$ cat src/rtl/in_reg_bank_pkg.sv
// ----------------------------------------------------------------------------
// in_reg_pkg
// Shared constants, types and helpers for the in_reg_bank input register bank.
//   MAX_SYNC_STAGES : deepest capture pipeline supported ahead of the filter
//   filt_state_e    : names the two per-channel filter conditions
//                     (idle = filtered value agrees with pipeline,
//                      count = a disagreement is being timed)
//   FILT_CW()       : width of the per-channel stability counter
// ----------------------------------------------------------------------------
package in_reg_pkg;

  localparam int MAX_SYNC_STAGES = 3;

  typedef enum logic {
    FILT_IDLE  = 1'b0,
    FILT_COUNT = 1'b1
  } filt_state_e;

  // Counter width for a given stability count. Kept at least one bit wide so
  // the declaration stays legal when the filter is disabled (count 0 or 1).
  function automatic int FILT_CW(input int cnt);
    if (cnt < 2) begin
      return 1;
    end
    return $clog2(cnt + 1);
  endfunction

endpackage

$ cat src/rtl/in_reg_bank_if.sv
// ----------------------------------------------------------------------------
// in_reg_bank_if
// Fabric/pad-side bus of one in_reg_bank instance.
//   CE       capture enable (low = every register holds)
//   FIXHOLD  insert one extra pipeline stage
//   ISEL     per-channel bypass select
//   A2F      pad-side input data
//   IQZ      registered/filtered data, or bypass data
//   CHG      one-cycle pulse: some filtered bit changed
//   RISE     per-channel 0->1 pulse   (only with IN_REG_EDGE_DET_EN)
//   FALL     per-channel 1->0 pulse   (only with IN_REG_EDGE_DET_EN)
// master: the side that drives the pad data and controls (bench / pad ring)
// slave : the register bank itself
// Optional feature macro: IN_REG_EDGE_DET_EN
// ----------------------------------------------------------------------------
interface in_reg_bank_if #(
  parameter int WIDTH = 8
);
  logic             CE;
  logic             FIXHOLD;
  logic [WIDTH-1:0] ISEL;
  logic [WIDTH-1:0] A2F;
  logic [WIDTH-1:0] IQZ;
  logic             CHG;
`ifdef IN_REG_EDGE_DET_EN
  logic [WIDTH-1:0] RISE;
  logic [WIDTH-1:0] FALL;

  modport master (
    output CE, FIXHOLD, ISEL, A2F,
    input  IQZ, CHG, RISE, FALL
  );

  modport slave (
    input  CE, FIXHOLD, ISEL, A2F,
    output IQZ, CHG, RISE, FALL
  );
`else
  modport master (
    output CE, FIXHOLD, ISEL, A2F,
    input  IQZ, CHG
  );

  modport slave (
    input  CE, FIXHOLD, ISEL, A2F,
    output IQZ, CHG
  );
`endif
endinterface

$ cat src/rtl/in_reg_bank_filter.sv
// ----------------------------------------------------------------------------
// in_reg_filter
// One channel of the stability (glitch) filter.
//   clk     clock, rising edge
//   rst_n   asynchronous active-low reset
//   ce      capture enable; low = counter and filtered value hold
//   p_i     pipeline output bit for this channel
//   val_o   filtered value as seen by the fabric
//   cur_o   current value of the change-tracking register
//   next_o  value the change-tracking register is about to take
// With FILT_CNT >= 2 the change-tracking register is the filtered value
// itself. With the filter off, the filtered value is the pipeline bit and the
// register simply remembers last cycle's pipeline bit, so change pulses appear
// one cycle after the new value is visible.
// ----------------------------------------------------------------------------
module in_reg_filter
  import in_reg_pkg::*;
#(
  parameter int FILT_CNT = 0
) (
  input  logic clk,
  input  logic rst_n,
  input  logic ce,
  input  logic p_i,
  output logic val_o,
  output logic cur_o,
  output logic next_o
);

  logic f_q;
  logic f_d;

  generate
    if (FILT_CNT >= 2) begin : g_filt
      localparam int CW = FILT_CW(FILT_CNT);

      logic [CW-1:0] cnt_q;
      logic [CW-1:0] cnt_d;

      // A disagreement must survive FILT_CNT-1 consecutive edges before it is
      // accepted; any agreeing cycle restarts the count. The accept threshold
      // is FILT_CNT-2, so the counter never reaches a value that could wrap.
      always_comb begin
        f_d   = f_q;
        cnt_d = cnt_q;
        if (ce) begin
          if (p_i == f_q) begin
            cnt_d = '0;
          end else if (cnt_q == CW'(FILT_CNT - 2)) begin
            f_d   = p_i;
            cnt_d = '0;
          end else begin
            cnt_d = cnt_q + CW'(1);
          end
        end
      end

      always_ff @(posedge clk or negedge rst_n) begin
        if (!rst_n) begin
          cnt_q <= '0;
        end else begin
          cnt_q <= cnt_d;
        end
      end

      assign val_o  = f_q;
      assign next_o = f_d;
    end else begin : g_pass
      always_comb begin
        f_d = f_q;
        if (ce) begin
          f_d = p_i;
        end
      end

      assign val_o  = p_i;
      assign next_o = p_i;
    end
  endgenerate

  always_ff @(posedge clk or negedge rst_n) begin
    if (!rst_n) begin
      f_q <= 1'b0;
    end else begin
      f_q <= f_d;
    end
  end

  assign cur_o = f_q;

endmodule

$ cat src/rtl/in_reg_bank.sv
// ----------------------------------------------------------------------------
// in_reg_bank
// Multi-channel IO input register bank (pad ring -> fabric). Captures WIDTH
// pad inputs through a short synchroniser pipeline, an optional extra hold
// stage and a per-channel stability filter; any channel can bypass to the
// raw pad value.
// Parameters:
//   WIDTH        number of channels
//   SYNC_STAGES  capture stages ahead of the filter (1..3)
//   FILT_CNT     stable cycles needed before the filtered value changes
//                (0 or 1 = filter off)
// Ports:
//   IQC    clock, rising edge
//   QRT_N  asynchronous active-low reset
//   bus    in_reg_bank_if slave (CE, FIXHOLD, ISEL, A2F in; IQZ, CHG,
//          optional RISE/FALL out)
// Optional feature macro: IN_REG_EDGE_DET_EN (registered RISE/FALL pulses)
// ----------------------------------------------------------------------------
module in_reg_bank
  import in_reg_pkg::*;
#(
  parameter int WIDTH       = 8,
  parameter int SYNC_STAGES = 1,
  parameter int FILT_CNT    = 0
) (
  input  logic          IQC,
  input  logic          QRT_N,
  in_reg_bank_if.slave  bus
);

  // Out-of-range depths are clamped rather than rejected.
  localparam int NS = (SYNC_STAGES < 1) ? 1 :
                      (SYNC_STAGES > MAX_SYNC_STAGES) ? MAX_SYNC_STAGES :
                      SYNC_STAGES;

  logic [WIDTH-1:0] s_q [NS];
  logic [WIDTH-1:0] s_d [NS];
  logic [WIDTH-1:0] h_q;
  logic [WIDTH-1:0] h_d;
  logic [WIDTH-1:0] p;
  logic [WIDTH-1:0] f_val;
  logic [WIDTH-1:0] f_cur;
  logic [WIDTH-1:0] f_nxt;
  logic             chg_q;
  logic             chg_d;

  // Capture pipeline plus hold stage.
  always_comb begin
    s_d = s_q;
    h_d = h_q;
    if (bus.CE) begin
      s_d[0] = bus.A2F;
      for (int k = 1; k < NS; k++) begin
        s_d[k] = s_q[k-1];
      end
      h_d = s_q[NS-1];
    end
  end

  always_ff @(posedge IQC or negedge QRT_N) begin
    if (!QRT_N) begin
      for (int k = 0; k < NS; k++) begin
        s_q[k] <= '0;
      end
      h_q <= '0;
    end else begin
      s_q <= s_d;
      h_q <= h_d;
    end
  end

  // Switching FIXHOLD mid-stream only repeats or skips one sample; both
  // sources are always-defined registers.
  assign p = bus.FIXHOLD ? h_q : s_q[NS-1];

  genvar gi;
  generate
    for (gi = 0; gi < WIDTH; gi++) begin : g_chan
      in_reg_filter #(
        .FILT_CNT (FILT_CNT)
      ) u_filt (
        .clk    (IQC),
        .rst_n  (QRT_N),
        .ce     (bus.CE),
        .p_i    (p[gi]),
        .val_o  (f_val[gi]),
        .cur_o  (f_cur[gi]),
        .next_o (f_nxt[gi])
      );
    end
  endgenerate

  // Change pulse holds with CE low so a pending pulse is neither lost nor
  // repeated across a stall.
  always_comb begin
    chg_d = chg_q;
    if (bus.CE) begin
      chg_d = |(f_nxt ^ f_cur);
    end
  end

  always_ff @(posedge IQC or negedge QRT_N) begin
    if (!QRT_N) begin
      chg_q <= 1'b0;
    end else begin
      chg_q <= chg_d;
    end
  end

  assign bus.CHG = chg_q;

  // Bypass is purely combinational and independent of reset.
  assign bus.IQZ = (bus.ISEL & bus.A2F) | (~bus.ISEL & f_val);

`ifdef IN_REG_EDGE_DET_EN
  logic [WIDTH-1:0] rise_q;
  logic [WIDTH-1:0] rise_d;
  logic [WIDTH-1:0] fall_q;
  logic [WIDTH-1:0] fall_d;

  always_comb begin
    rise_d = rise_q;
    fall_d = fall_q;
    if (bus.CE) begin
      rise_d = ~f_cur & f_nxt;
      fall_d = f_cur & ~f_nxt;
    end
  end

  always_ff @(posedge IQC or negedge QRT_N) begin
    if (!QRT_N) begin
      rise_q <= '0;
      fall_q <= '0;
    end else begin
      rise_q <= rise_d;
      fall_q <= fall_d;
    end
  end

  assign bus.RISE = rise_q;
  assign bus.FALL = fall_q;
`endif

endmodule

$ cat src/flat_wrapper.sv
// flat-port wrapper written by rule: the top's interface ports become plain ports
module in_reg_bank_flat import in_reg_pkg::*;
#(
  parameter int WIDTH       = 8,
  parameter int SYNC_STAGES = 1,
  parameter int FILT_CNT    = 0
)
  (IQC, QRT_N, bus_CE, bus_FIXHOLD, bus_ISEL, bus_A2F, bus_IQZ, bus_CHG);
  in_reg_bank_if #(.WIDTH(WIDTH)) bus_i ();
  input  logic IQC;
  input  logic QRT_N;
  input wire logic [$bits(bus_i.CE)-1:0] bus_CE;
  input wire logic [$bits(bus_i.FIXHOLD)-1:0] bus_FIXHOLD;
  input wire logic [$bits(bus_i.ISEL)-1:0] bus_ISEL;
  input wire logic [$bits(bus_i.A2F)-1:0] bus_A2F;
  output wire logic [$bits(bus_i.IQZ)-1:0] bus_IQZ;
  output wire logic [$bits(bus_i.CHG)-1:0] bus_CHG;
  assign bus_i.CE = bus_CE;
  assign bus_i.FIXHOLD = bus_FIXHOLD;
  assign bus_i.ISEL = bus_ISEL;
  assign bus_i.A2F = bus_A2F;
  assign bus_IQZ = bus_i.IQZ;
  assign bus_CHG = bus_i.CHG;
  in_reg_bank #(.WIDTH(WIDTH), .SYNC_STAGES(SYNC_STAGES), .FILT_CNT(FILT_CNT)) u_core (.IQC(IQC), .QRT_N(QRT_N), .bus(bus_i));
endmodule
$ cat config.mk
export PLATFORM = sky130hd
export DESIGN_NAME = in_reg_bank_flat
export DESIGN_NICKNAME = d
export VERILOG_FILES = /design/src/rtl/in_reg_bank_pkg.sv /design/src/rtl/in_reg_bank_if.sv /design/src/rtl/in_reg_bank_filter.sv /design/src/rtl/in_reg_bank.sv /design/src/flat_wrapper.sv
export SDC_FILE = /design/constraint.sdc
export NUM_CORES = 1
export LEC_CHECK = 0
export ABC_AREA = 1
export CAP_MARGIN = 20
export CORE_MARGIN = 1.5
export CORE_UTILIZATION = 45
export DETAILED_ROUTE_END_ITERATION = 7
export PLACE_DENSITY = 0.83
export SYNTH_ARGS = -nofsm -noshare
export SYNTH_HDL_FRONTEND = slang
export SYNTH_HIERARCHICAL = 1
export SYNTH_SLANG_ARGS = --single-unit
$ cat constraint.sdc
create_clock -name IQC -period 2.2 [get_ports IQC]
set_input_delay 0.66 -clock IQC [delete_from_list [all_inputs] [get_ports IQC]]
set_output_delay 0.66 -clock IQC [all_outputs]
set_load 0.005 [all_outputs]
==> run summary <==
The run finished with clean final reports. In the final design database the tool counted 232 nets. The post-route DRC violation count came out at 0. For the cell total after placement, the log shows 239.

The number of antenna violations at the first check in global routing was 0; the total setup buffers inserted after CTS was 0. Relative to the synthesized area, the layout overhead comes to 24.1%. Clock tree synthesis selected as its root buffer the cell clkbuf_4. Per report_power, the sequential group accounts for 52.6% of the total.

After layout, the minimum clock period comes to 2.13 ns. For the final database, setup skew stands at 0.00520 ns. For the top-level I/O count, the log shows 29. Once routing completed, OpenROAD measured the worst setup slack at 0.0735 ns. Of the total power, combinational logic draws 27.6%. The cell at the slowest stage of the critical path is clkdlybuf4s50_1.

Once the floorplan was initialized, standard cells occupied 46.4% of the core. Cells fill 57.5% of the core in the end. The placeable core region is 3000 µm², and the number of different library cells in the post-synthesis netlist is 14. For the number of placement rows, the log shows 20.

The tools report the number of violations of the max-capacitance limit as 0. TritonCTS built the clock tree. Final hold analysis gives a worst-case slack of 0.494 ns. The via count of the first global-routing pass was 1,124. The first global-routing pass estimated 4.82 mm of wire. The violation count after the first detailed-route iteration is 35. Routability-driven placement finished with a final weighted congestion of 0.780. After synthesis, the mean cell area works out to 7.74 µm². The number of cells on the worst reg-to-reg path is 7. For this run, the total global-route usage over all layers was measured as 18.4%. The number of sinks handled by clock tree synthesis was 25. In this run the power density over the cells is 588 nW/µm².

The logs give 1730 µm² for the post-layout instance area and 44.9% for the proportion of synthesized chip area in sequential cells. Startpoint-to-endpoint class of the critical path: in -> out. The share of synthesized area in the top cell type comes to 44.9%.

The pre-antenna-repair detailed-routing pass consisted of 4 iterations. The post-detailed-routing wire length came out at 2.74 mm. Entering global routing, the biggest net connects 26 pins. By area the synthesized netlist is led by dfrtp_1, nand2_1, buf_4. Count of non-filler cells in the finished layout: 244. In this run the deepest clock path goes through 2 buffers. The path class of the tightest hold or removal check is reg -> reg. The internal power of the cells totals 0.000721 W. The worst pin sits at a relative slew slack of 78.6%.

On the critical path the largest part of the delay comes from buffers and inverters. X dimension of the die: 58.6 µm. Worst slack after detailed placement: -0.659 ns. Combined buffer and inverter count along the critical path: 2.

In this run the number of cells on the critical path is 3. Setup repair after global routing left no endpoint under its margin. VDD sags by at most 0.331 mV. Among all cell types in the netlist, the one instantiated most often is nand2_1. Based on the critical path, the design can be clocked at up to 470 MHz. The tools report the quantity of hold-fixing buffers added after cts as 0.

In this design, the stage delay of the slowest critical-path cell is 0.41 ns. The number of synthesized register bits was 25. The latest clock arrival within the worst-skew pair is 0.31 ns, and the number of I/O port buffers is 28.

For the routed via count, the log shows 1,172. Clock tree synthesis inserted a total of 3 buffers. The actual slew at the worst max-slew pin works out to 0.321 ns. The gate count after technology mapping is 180, and the antenna cell count is 0.

The post-detailed-placement cell area is 1700 µm², and the post-cts sizing count is 67. The logs give 200 for the synthesized netlist net count and 1.90 mm for the half-perimeter wire length after placement. The die is 58.6 µm tall. The area enclosed by the die boundary came out at 3440 µm². Clock slew seen by the registers of the worst setup and hold paths: 0.13 ns. By count the netlist is led by nand2_1, inv_1, dfrtp_1.

Setup violations remaining at the end of the flow were counted as 0. Of all cell types, the one taking the most synthesized area is dfrtp_1. The warning count from the yosys run came out at 6. The number of enable flip-flop cells after synthesis works out to 0. Of the cells placed in the final design, the portion with a size suffix greater than 1 is 22.3%. The final number of hold-violating endpoints came out at 0. Walking the worst path, the cells encountered are clkdlybuf4s50_1, mux2_4, buf_2. The largest driver fanout on the critical path is 2, and the residual overflow from global routing is 0. The startpoint class of the critical path was an input port. The tools report the worst endpoint data arrival time as 1.47 ns. The worst setup path is captured at a primary output. The clock network accounts for 19.8% of the total power. The worst hold path passes through 2 cells.

Counting flops with an async set or reset pin after synthesis yields a share of 100%. In the routed layout, each cell is associated on average with a via count of 4.80. After detailed routing, the average wire length per cell comes to 11.2 µm. The logs give 0.930 nW for the cell leakage power and 0 for the antenna violation net count after detailed routing. The run gives 1 as the number of H-tree branching levels.

The tools report the net switching power as 0.000294 W. In this run switching power makes up 29.0% of total power. The mapped netlist covers 1390 µm². Dividing the final minimum period by the clock period gives 96.7%. For the required time of the critical path, the log shows 1.54 ns. The most used flip-flop cell after synthesis is dfrtp_1. The tools report the count of pins over their slew limit as 0.
registers in the layout, indices dropped and copies added (netlist names):
| name | flops |
|---|---|
| u_core/s_q | 8 |
| u_core/bus.CHG | 1 |
| u_core/h_q | 8 |
| u_core/g_chan.u_filt/cur_o | 8 |
power by group through the flow:
stage | clock network, W | registers [W] | logic [W]
2_1_floorplan | 0 | 0.000536 | 0.000182
3_3_place_gp | 0 | 0.000541 | 0.000269
3_5_place_dp | 0 | 0.000542 | 0.000278
4_1_cts | 0.000214 | 0.000533 | 0.000280
5_1_grt | 0.000231 | 0.000540 | 0.000318
6_report | 0.000202 | 0.000534 | 0.000280
layout by cell type (no fill, tap or decap):
cell type        instances
buf_2                    9
buf_4                   16
buf_6                    3
clkbuf_1                 1
clkbuf_4                 3
clkdlybuf4s50_1         11
dfrtp_1                 25
dlygate4sd2_1            8
inv_1                   26
inv_4                    1
mux2_2                   3
mux2_4                   5
nand2_1                 63
nand3_1                  2
nor2_1                   8
nor2_2                   1
o21ai_0                 13
o21ai_1                  5
o21ai_2                  6
xnor2_1                  2
area by class of cell:
class / instances / area [µm²]
repair buffers: 47 / 379
fillers: 262 / 1270
clock buffers: 4 / 26.3
inverters: 27 / 104
multi-input cells: 108 / 552
well taps: 33 / 41.3
flip-flops and latches: 25 / 626
tightest hold or removal path, stage by stage (launching register included):
cell and delay [ns]:
dfrtp_1 0.37, nand2_1 0.05, nand2_1 0.04
logic make-up (layout without fill, tap and decap cells):
kind of cell              Yosys count  after routing  share of synthesized area, %
AOI/OAI and AO/OA                  24             24                          8.62
xor gates and xnor gates            2              2                          1.26
buffers and inverters              47             78                          18.4
DFF                                25             25                          44.9
muxes                               8              8                          6.47
and+or+nand+nor                    74             74                          20.3
stage by stage:
step	setup TNS, ns	power, W
floorplan	0	0.000719
global placement	-4.88	0.000810
detailed placement	-4.99	0.000820
CTS	0	0.00103
global route	0	0.00109
finish	0	0.00102
path summary, 6_finish.rpt:
path	to	start	slack, ns
max in group asynchronous	u_core/s_q[0]$_DFFE_PN0P_	QRT_N	1.26
min in group asynchronous	u_core/bus.CHG$_DFFE_PN0P_	QRT_N	0.70
min reg2reg	u_core/g_chan[7].u_filt/cur_o$_DFFE_PN0P_	u_core/g_chan[7].u_filt/cur_o$_DFFE_PN0P_	0.49
min	u_core/g_chan[7].u_filt/cur_o$_DFFE_PN0P_	u_core/g_chan[7].u_filt/cur_o$_DFFE_PN0P_	0.49
max	bus_IQZ[3]	bus_A2F[3]	0.07
max reg2reg	u_core/bus.CHG$_DFFE_PN0P_	u_core/h_q[1]$_DFFE_PN0P_	0.98
metal layers:
layer	share of wire, %	vias up	track usage [%]
met5	0	-	0
met4	1.5	0	7.79
met3	2.9	6	2.86
met2	50	26	30.8
met1	46	544	23.9
li1	-	596	-
Power figures use the tool's default switching activity.
